### src/rtl/button_event.sv
`default_nettype none
// ============================================================================
// Module      : button_event
// Description : Turns a debounced button level into one-cycle press, release,
//               long-press and auto-repeat events plus a held level.
//               Auto-repeat is built only when BUTTON_EVENT_REPEAT_EN is defined.
// Revision    : 1.0 - initial release
// ============================================================================
module button_event #(
    parameter int unsigned LONG_CYCLES   = 50_000_000,
    parameter int unsigned REPEAT_CYCLES = 10_000_000,
    parameter int unsigned CNT_W         = 26
) (
    input  logic clk,
    input  logic rst,
    input  logic button_clean,
    input  logic enable,
    output logic press_pulse,
    output logic release_pulse,
    output logic short_release,
    output logic long_pulse,
    output logic repeat_pulse,
    output logic held
);

    typedef enum logic [1:0] {
        ST_IDLE    = 2'd0,
        ST_PRESSED = 2'd1,
        ST_LONG    = 2'd2
    } state_t;

    localparam logic [CNT_W-1:0] C_LONG_TERM = CNT_W'(LONG_CYCLES - 1);

    // Empty marker block: appears in the hierarchy only if CNT_W is too narrow.
    if ((CNT_W < 64) && (((64'd1 << CNT_W) <= 64'(LONG_CYCLES)) ||
                         ((64'd1 << CNT_W) <= 64'(REPEAT_CYCLES)))) begin : g_cnt_w_too_narrow
    end

    state_t           state_q, state_d;
    logic [CNT_W-1:0] cnt_q, cnt_d;
    logic             btn_prev_q, btn_prev_d;
    logic             press_q, press_d;
    logic             release_q, release_d;
    logic             short_q, short_d;
    logic             long_q, long_d;
    logic             held_q, held_d;
    logic             w_rise, w_fall;

`ifdef BUTTON_EVENT_REPEAT_EN
    localparam logic [CNT_W-1:0] C_REPEAT_TERM = CNT_W'(REPEAT_CYCLES - 1);
    logic             repeat_q, repeat_d;
`endif

    assign w_rise = button_clean & ~btn_prev_q;
    assign w_fall = ~button_clean & btn_prev_q;

    always_comb begin
        state_d    = state_q;
        cnt_d      = cnt_q;
        btn_prev_d = button_clean;
        press_d    = 1'b0;
        release_d  = 1'b0;
        short_d    = 1'b0;
        long_d     = 1'b0;
`ifdef BUTTON_EVENT_REPEAT_EN
        repeat_d   = 1'b0;
`endif

        if (!enable) begin
            state_d = ST_IDLE;
            cnt_d   = '0;
        end else begin
            case (state_q)
                ST_IDLE: begin
                    cnt_d = '0;
                    if (w_rise) begin
                        state_d = ST_PRESSED;
                        press_d = 1'b1;
                    end
                end
                ST_PRESSED: begin
                    // A fall beats the terminal count in the same cycle.
                    if (w_fall) begin
                        state_d   = ST_IDLE;
                        cnt_d     = '0;
                        release_d = 1'b1;
                        short_d   = 1'b1;
                    end else if (cnt_q == C_LONG_TERM) begin
                        state_d = ST_LONG;
                        cnt_d   = '0;
                        long_d  = 1'b1;
                    end else if (cnt_q < C_LONG_TERM) begin
                        cnt_d = cnt_q + CNT_W'(1);
                    end
                end
                ST_LONG: begin
                    if (w_fall) begin
                        state_d   = ST_IDLE;
                        cnt_d     = '0;
                        release_d = 1'b1;
                    end else begin
`ifdef BUTTON_EVENT_REPEAT_EN
                        if (cnt_q == C_REPEAT_TERM) begin
                            cnt_d    = '0;
                            repeat_d = 1'b1;
                        end else if (cnt_q < C_REPEAT_TERM) begin
                            cnt_d = cnt_q + CNT_W'(1);
                        end
`else
                        cnt_d = '0;
`endif
                    end
                end
                default: begin
                    state_d = ST_IDLE;
                    cnt_d   = '0;
                end
            endcase
        end

        held_d = (state_d != ST_IDLE);
    end

    always_ff @(posedge clk) begin
        if (rst) begin
            state_q    <= ST_IDLE;
            cnt_q      <= '0;
            // Treat the button as already down so a hold through reset is ignored.
            btn_prev_q <= 1'b1;
            press_q    <= 1'b0;
            release_q  <= 1'b0;
            short_q    <= 1'b0;
            long_q     <= 1'b0;
            held_q     <= 1'b0;
`ifdef BUTTON_EVENT_REPEAT_EN
            repeat_q   <= 1'b0;
`endif
        end else begin
            state_q    <= state_d;
            cnt_q      <= cnt_d;
            btn_prev_q <= btn_prev_d;
            press_q    <= press_d;
            release_q  <= release_d;
            short_q    <= short_d;
            long_q     <= long_d;
            held_q     <= held_d;
`ifdef BUTTON_EVENT_REPEAT_EN
            repeat_q   <= repeat_d;
`endif
        end
    end

    assign press_pulse   = press_q;
    assign release_pulse = release_q;
    assign short_release = short_q;
    assign long_pulse    = long_q;
    assign held          = held_q;
`ifdef BUTTON_EVENT_REPEAT_EN
    assign repeat_pulse  = repeat_q;
`else
    assign repeat_pulse  = 1'b0;
`endif

endmodule
`default_nettype wire

### config.mk
export PLATFORM = sky130hd
export DESIGN_NAME = button_event
export DESIGN_NICKNAME = d
export VERILOG_FILES = /design/src/rtl/button_event.sv
export SDC_FILE = /design/constraint.sdc
export NUM_CORES = 1
export LEC_CHECK = 0
export CAP_MARGIN = 30
export CORE_ASPECT_RATIO = 1.2
export CORE_MARGIN = 5
export CORE_UTILIZATION = 55
export DETAILED_ROUTE_END_ITERATION = 8
export PLACE_DENSITY_LB_ADDON = 0.12
export SYNTH_ARGS = -nofsm -noshare
export SYNTH_HDL_FRONTEND = slang
export SYNTH_SLANG_ARGS = --single-unit
### constraint.sdc
create_clock -name clk -period 5.5 [get_ports clk]
set_input_delay 0.825 -clock clk [delete_from_list [all_inputs] [get_ports clk]]
set_output_delay 0.825 -clock clk [all_outputs]
set_load 0.005 [all_outputs]
; Yosys cells after proc, flatten, opt, wreduce, memory -nomap -nowiden
; Index checks and enable logic that the tools add are counted.
[classes]
bitwise = 8
eq_ne = 3
n_addsub = 1
n_mux = 9
reduce_logical = 8
order_cmp = 1
[ops]
columns = op, n
row1 = "adder 26 x 1 -> 26 bit, second input constant", 1
row2 = "equality test 26 bit, second input constant", 1
row3 = "less-than comparator 26 bit, second input constant", 1
row4 = two-way mux 2 bit, 5
row5 = OR reduction 3 bit, 3
row6 = inverter 1 bit, 6
row7 = case mux 2 bit (3 select lines), 1
row8 = OR reduction 5 bit, 1
row9 = OR reduction 4 bit, 1
row10 = two-way mux 1 bit, 3
row11 = AND 1 bit, 2
row12 = "equality test 2 x 1 -> 1 bit, second input constant", 1
row13 = "equality test 2 bit, second input constant", 1
row14 = logical NOT 2 bit, 1
row15 = nonzero test 2 bit, 1
row16 = OR reduction 2 bit, 1
[word_totals]
inputBits = 4
elab_cells = 38
ff_bits = 34

; Logic depth before layout (Yosys ltp)
[depth]
ltp_word = 6
mapped_depth = 8

; Least setup slack after synthesis
; OpenSTA, ideal clock, no wires.
[synth_path]
path_kind = in2reg
from = input port enable
to = register cnt_q[13]
cell_stages = 6
slack_ns = 3.461
arrival_time_ns = 1.968
setup_time_ns = 0.072
cell_sequence = nor2b_1 > nand3_1 > a21oi_1 > clkbuf_1 > nand2_1 > mux2i_1
[synth_via]
elab_chain_cells = 2
[synth_lines]
columns = element, line
row1 = start: declaration, 17  ; input logic enable,
row2 = inverter 1 bit (no source line), n/a
row3 = OR reduction 5 bit (no source line), n/a
row4 = end signal: assignment, 140  ; cnt_q <= cnt_d;
row5 = end: declaration, 40  ; logic [CNT_W-1:0] cnt_q, cnt_d;
; Every way passes these cells.
; A chain may end at the register's enable or synchronous reset.

; Worst setup path after layout
[layout_path]
from = register cnt_q[13]
to = register cnt_q[15]
[layout_via]
elab_chain_cells = 2
elab_cells_between_ends = 4
classes_between = add/sub (1) / order compare (1) / eq/ne (1) / reduce/logical (1)
[layout_lines]
columns = element
row1 = "parallel branches: the longest is 2 deep, another holds adder 26 x 1 -> 26 bit"
; Several ways; the timed one is not identified.

==> impl_metrics.toml <==
[run_status]
status = "completed"

[routing]
post_drt_wl_per_cell_um = 15.4
drt_iter0_drc = 102
dr.pass1.iters = 4
viasPerCell = 6.41
drc_errors = 0
postRouteAntennaNets = 0
num_vias = 1693
drt-total-wl_mm = 4.06

[pwr]
peakVddDrop_v = 0.000186
internal-power_uw = 349
leakagePower_nw = 0.594
power_frac_comb_pct = 2.2
pwr-share-seq_pct = 56.6
p_sw_uw = 89.3
power_density_nw_per_um2 = 212
swShare_pct = 20.4
power_frac_clock_pct = 41.1

[sta]
maxSlewViolCount = 0
rsz0062_at_grt = "false"
setup_tns_ps = 0
final.min_clock_period_ps = 2490
hold_viol = 0
setup_viol = 0
fmax_ghz = 0.402
tightest_slew_ps = 1050
slew_headroom_pct = 29.6
fin_crit_sh_pct = 45.3
finClkSkew_ps = 3.34

[clock_tree]
hold_buffers = 0
clk_latency_ps = 280
clockBufferDepth = 2
clk_pin_slew_ps = 60
cts_tree = "yes"
post_cts_buffers = 0
ctsResizeCount = 0
clkSinkCount = 34
clk_root_buffer_cell = "clkbuf_8"
cts_buffers = 5
htreeDepth = 2

[critical_path]
critPathMaxFanout = 20
worst_setup_path_start_kind = "flip-flop"
critPathCaptureType = "flip-flop"
critPathKind = "reg -> reg"
worstPathArrival_ps = 2650
critical_path.max_stage_delay_ps = 850
crit_slowest_cell = "nor3_2"
required_ps = 5660
worstPathCellList = "nand4_4 > or4_4 > nor3_2 > nor4_1 > mux2i_1"

[floorplan]
die_area_sq_um = 4700
core_region_area_sq_um = 3340
rows = 23
num_io_pins = 10
floorplan.initialDensity_pct = 56.5
fp.dieW_um = 63.5
die_h_um = 74.1

[yosys]
synth_nets = 230
yosysUniqueCellTypes = 46
yosysWarnings = 0
netlist_area_sq_um = 1890
syn_area_per_cell_sq_um = 8.53
yosysSeqAreaShare_pct = 36.1
syn_inst = 221
ys_ff_latch = 34

[layout]
layoutNonFillerInstCount = 264
area_growth_pct = 9.42
stdcell_area_sq_um = 2060
final_nets = 237
diodes = 0
drive_gt1_share_pct = 7.05

[worst_hold_path]
min_path_type = "reg -> reg"

[placed_design]
dp_hpwl_mm = 2.87
io_buffer_count = 8
gp_congestion = 0.904
placed_cell_area_sq_um = 1980
place_inst = 258

[grt]
antenna_found_initial = 0
grt_max_degree = 29
grt_overflow_total = 0
grt_pass1_wl_mm = 6.83
first_global_vias = 1528
track_usage_pct = 18.0

[flow_run]
maxCapViolCount = 0
-- cells by family (layout without fill, tap and decap cells) --
group           after synthesis  in the layout  share of synthesized area (%)
simple gates                102            102                           33.6
compound gates               56             56                           18.7
flops                        34             34                           36.1
buf+inv                      17             23                           4.91
mux                           6              6                           3.19
fa+ha+maj                     5              5                           3.32
other cells                   1              1                          0.199
-- Yosys cell counts, drive strengths merged --
cell | count | area (sq um)
a21o | 1 | 7.51
nor2 | 8 | 30.0
conb | 1 | 3.75
o311a | 1 | 10.0
o21a | 5 | 37.5
and3 | 3 | 18.8
or2 | 2 | 12.5
a21boi | 1 | 7.51
o31ai | 12 | 90.1
nand3 | 10 | 50.1
nand2 | 20 | 75.1
o31a | 3 | 26.3
and4 | 2 | 17.5
nand4b | 2 | 17.5
nor3 | 6 | 35.0
clkbuf | 3 | 12.5
dfxtp | 34 | 681
a31oi | 1 | 6.26
nor4b | 1 | 8.76
nand4 | 8 | 71.3
nor4 | 11 | 90.1
nand3b | 1 | 7.51
a21oi | 20 | 100
or4 | 13 | 105
o41ai | 1 | 8.76
o21ai | 10 | 50.1
nand2b | 9 | 56.3
inv | 7 | 26.3
nor2b | 3 | 18.8
or3 | 3 | 18.8
buf | 7 | 53.8
ha | 5 | 62.6
a41oi | 1 | 8.76
mux2i | 6 | 60.1
-- layout make-up --
class,count,area [sq um]
repair buffers,10,115
fillers,285,1270
flip-flops and latches,34,681
clock buffers,6,82.6
well taps,37,46.3
multi-input cells,170,1110
inverters,7,26.3
-- flip-flops by register name (all words and copies together), names as in the netlist --
name           flops
state_q            2
btn_prev_q         1
short_release      1
held               1
long_pulse         1
release_pulse      1
press_pulse        1
cnt_q             26
-- path summary, 6_finish.rpt --
path / startpoint / endpoint / slack, ps / cells after the start
worst min-delay path: cnt_q[6] / cnt_q[6] / 480 / 2
worst max register to register: cnt_q[13] / cnt_q[15] / 3010 / 5
worst min register to register: cnt_q[6] / cnt_q[6] / 480 / 2
worst max-delay path: cnt_q[13] / cnt_q[15] / 3010 / 5
-- metrics by stage --
stage               hold WS, ps  power [mW]  setup WS [ps]  util, %
finish                      483       0.438           3010     61.8
detailed placement          460       0.263           2970     59.3
floorplan                   426       0.259           3460        -
global route                523       0.456           2780     61.8
global placement            452       0.262           2670     58.3
CTS                         487       0.443           3000     61.8
-- critical path, delay by kind of cell (launching register included) --
| kind | cells | cell delay [ps] |
|---|---|---|
| DFF | 1 | 430 |
| and+or+nand+nor | 4 | 1760 |
| muxes | 1 | 170 |
-- per-layer routing --
layer	GRT usage [%]	vias to the layer above	wire [um]	part of all wire, %
met5	0	-	0	0
met4	7.39	0	68	1.7
met3	4.53	7	137	3.4
met2	31.0	23	2030	50
met1	21.3	808	1830	45
li1	-	855	-	-
-- cell usage in the layout, fill, tap and decap left out, types with 2 or more instances in the layout --
cell type	n
nor3_1	5
ha_1	5
o21ai_1	2
mux2i_1	6
and3_1	3
or4_4	2
inv_1	7
nand4b_1	2
nand2_1	20
o21ai_0	8
clkdlybuf4s50_1	8
nand4_1	6
nor2b_1	3
nand2b_1	9
and4_1	2
nand3_1	10
or3_1	3
or4_1	11
clkbuf_8	6
o31a_1	3
dfxtp_1	34
o21a_1	5
a21oi_1	20
nor2_1	8
o31ai_1	12
nor4_1	9
-- power by group through the flow --
stage,Combinational [mW],Clock [mW],Sequential (mW)
finish,0.00982,0.180,0.248
global route,0.0109,0.197,0.248
CTS,0.00958,0.186,0.248
detailed placement,0.00944,0,0.253
global placement,0.00907,0,0.253
floorplan,0.00567,0,0.253
No activity file was read; power rests on OpenSTA's default activity.
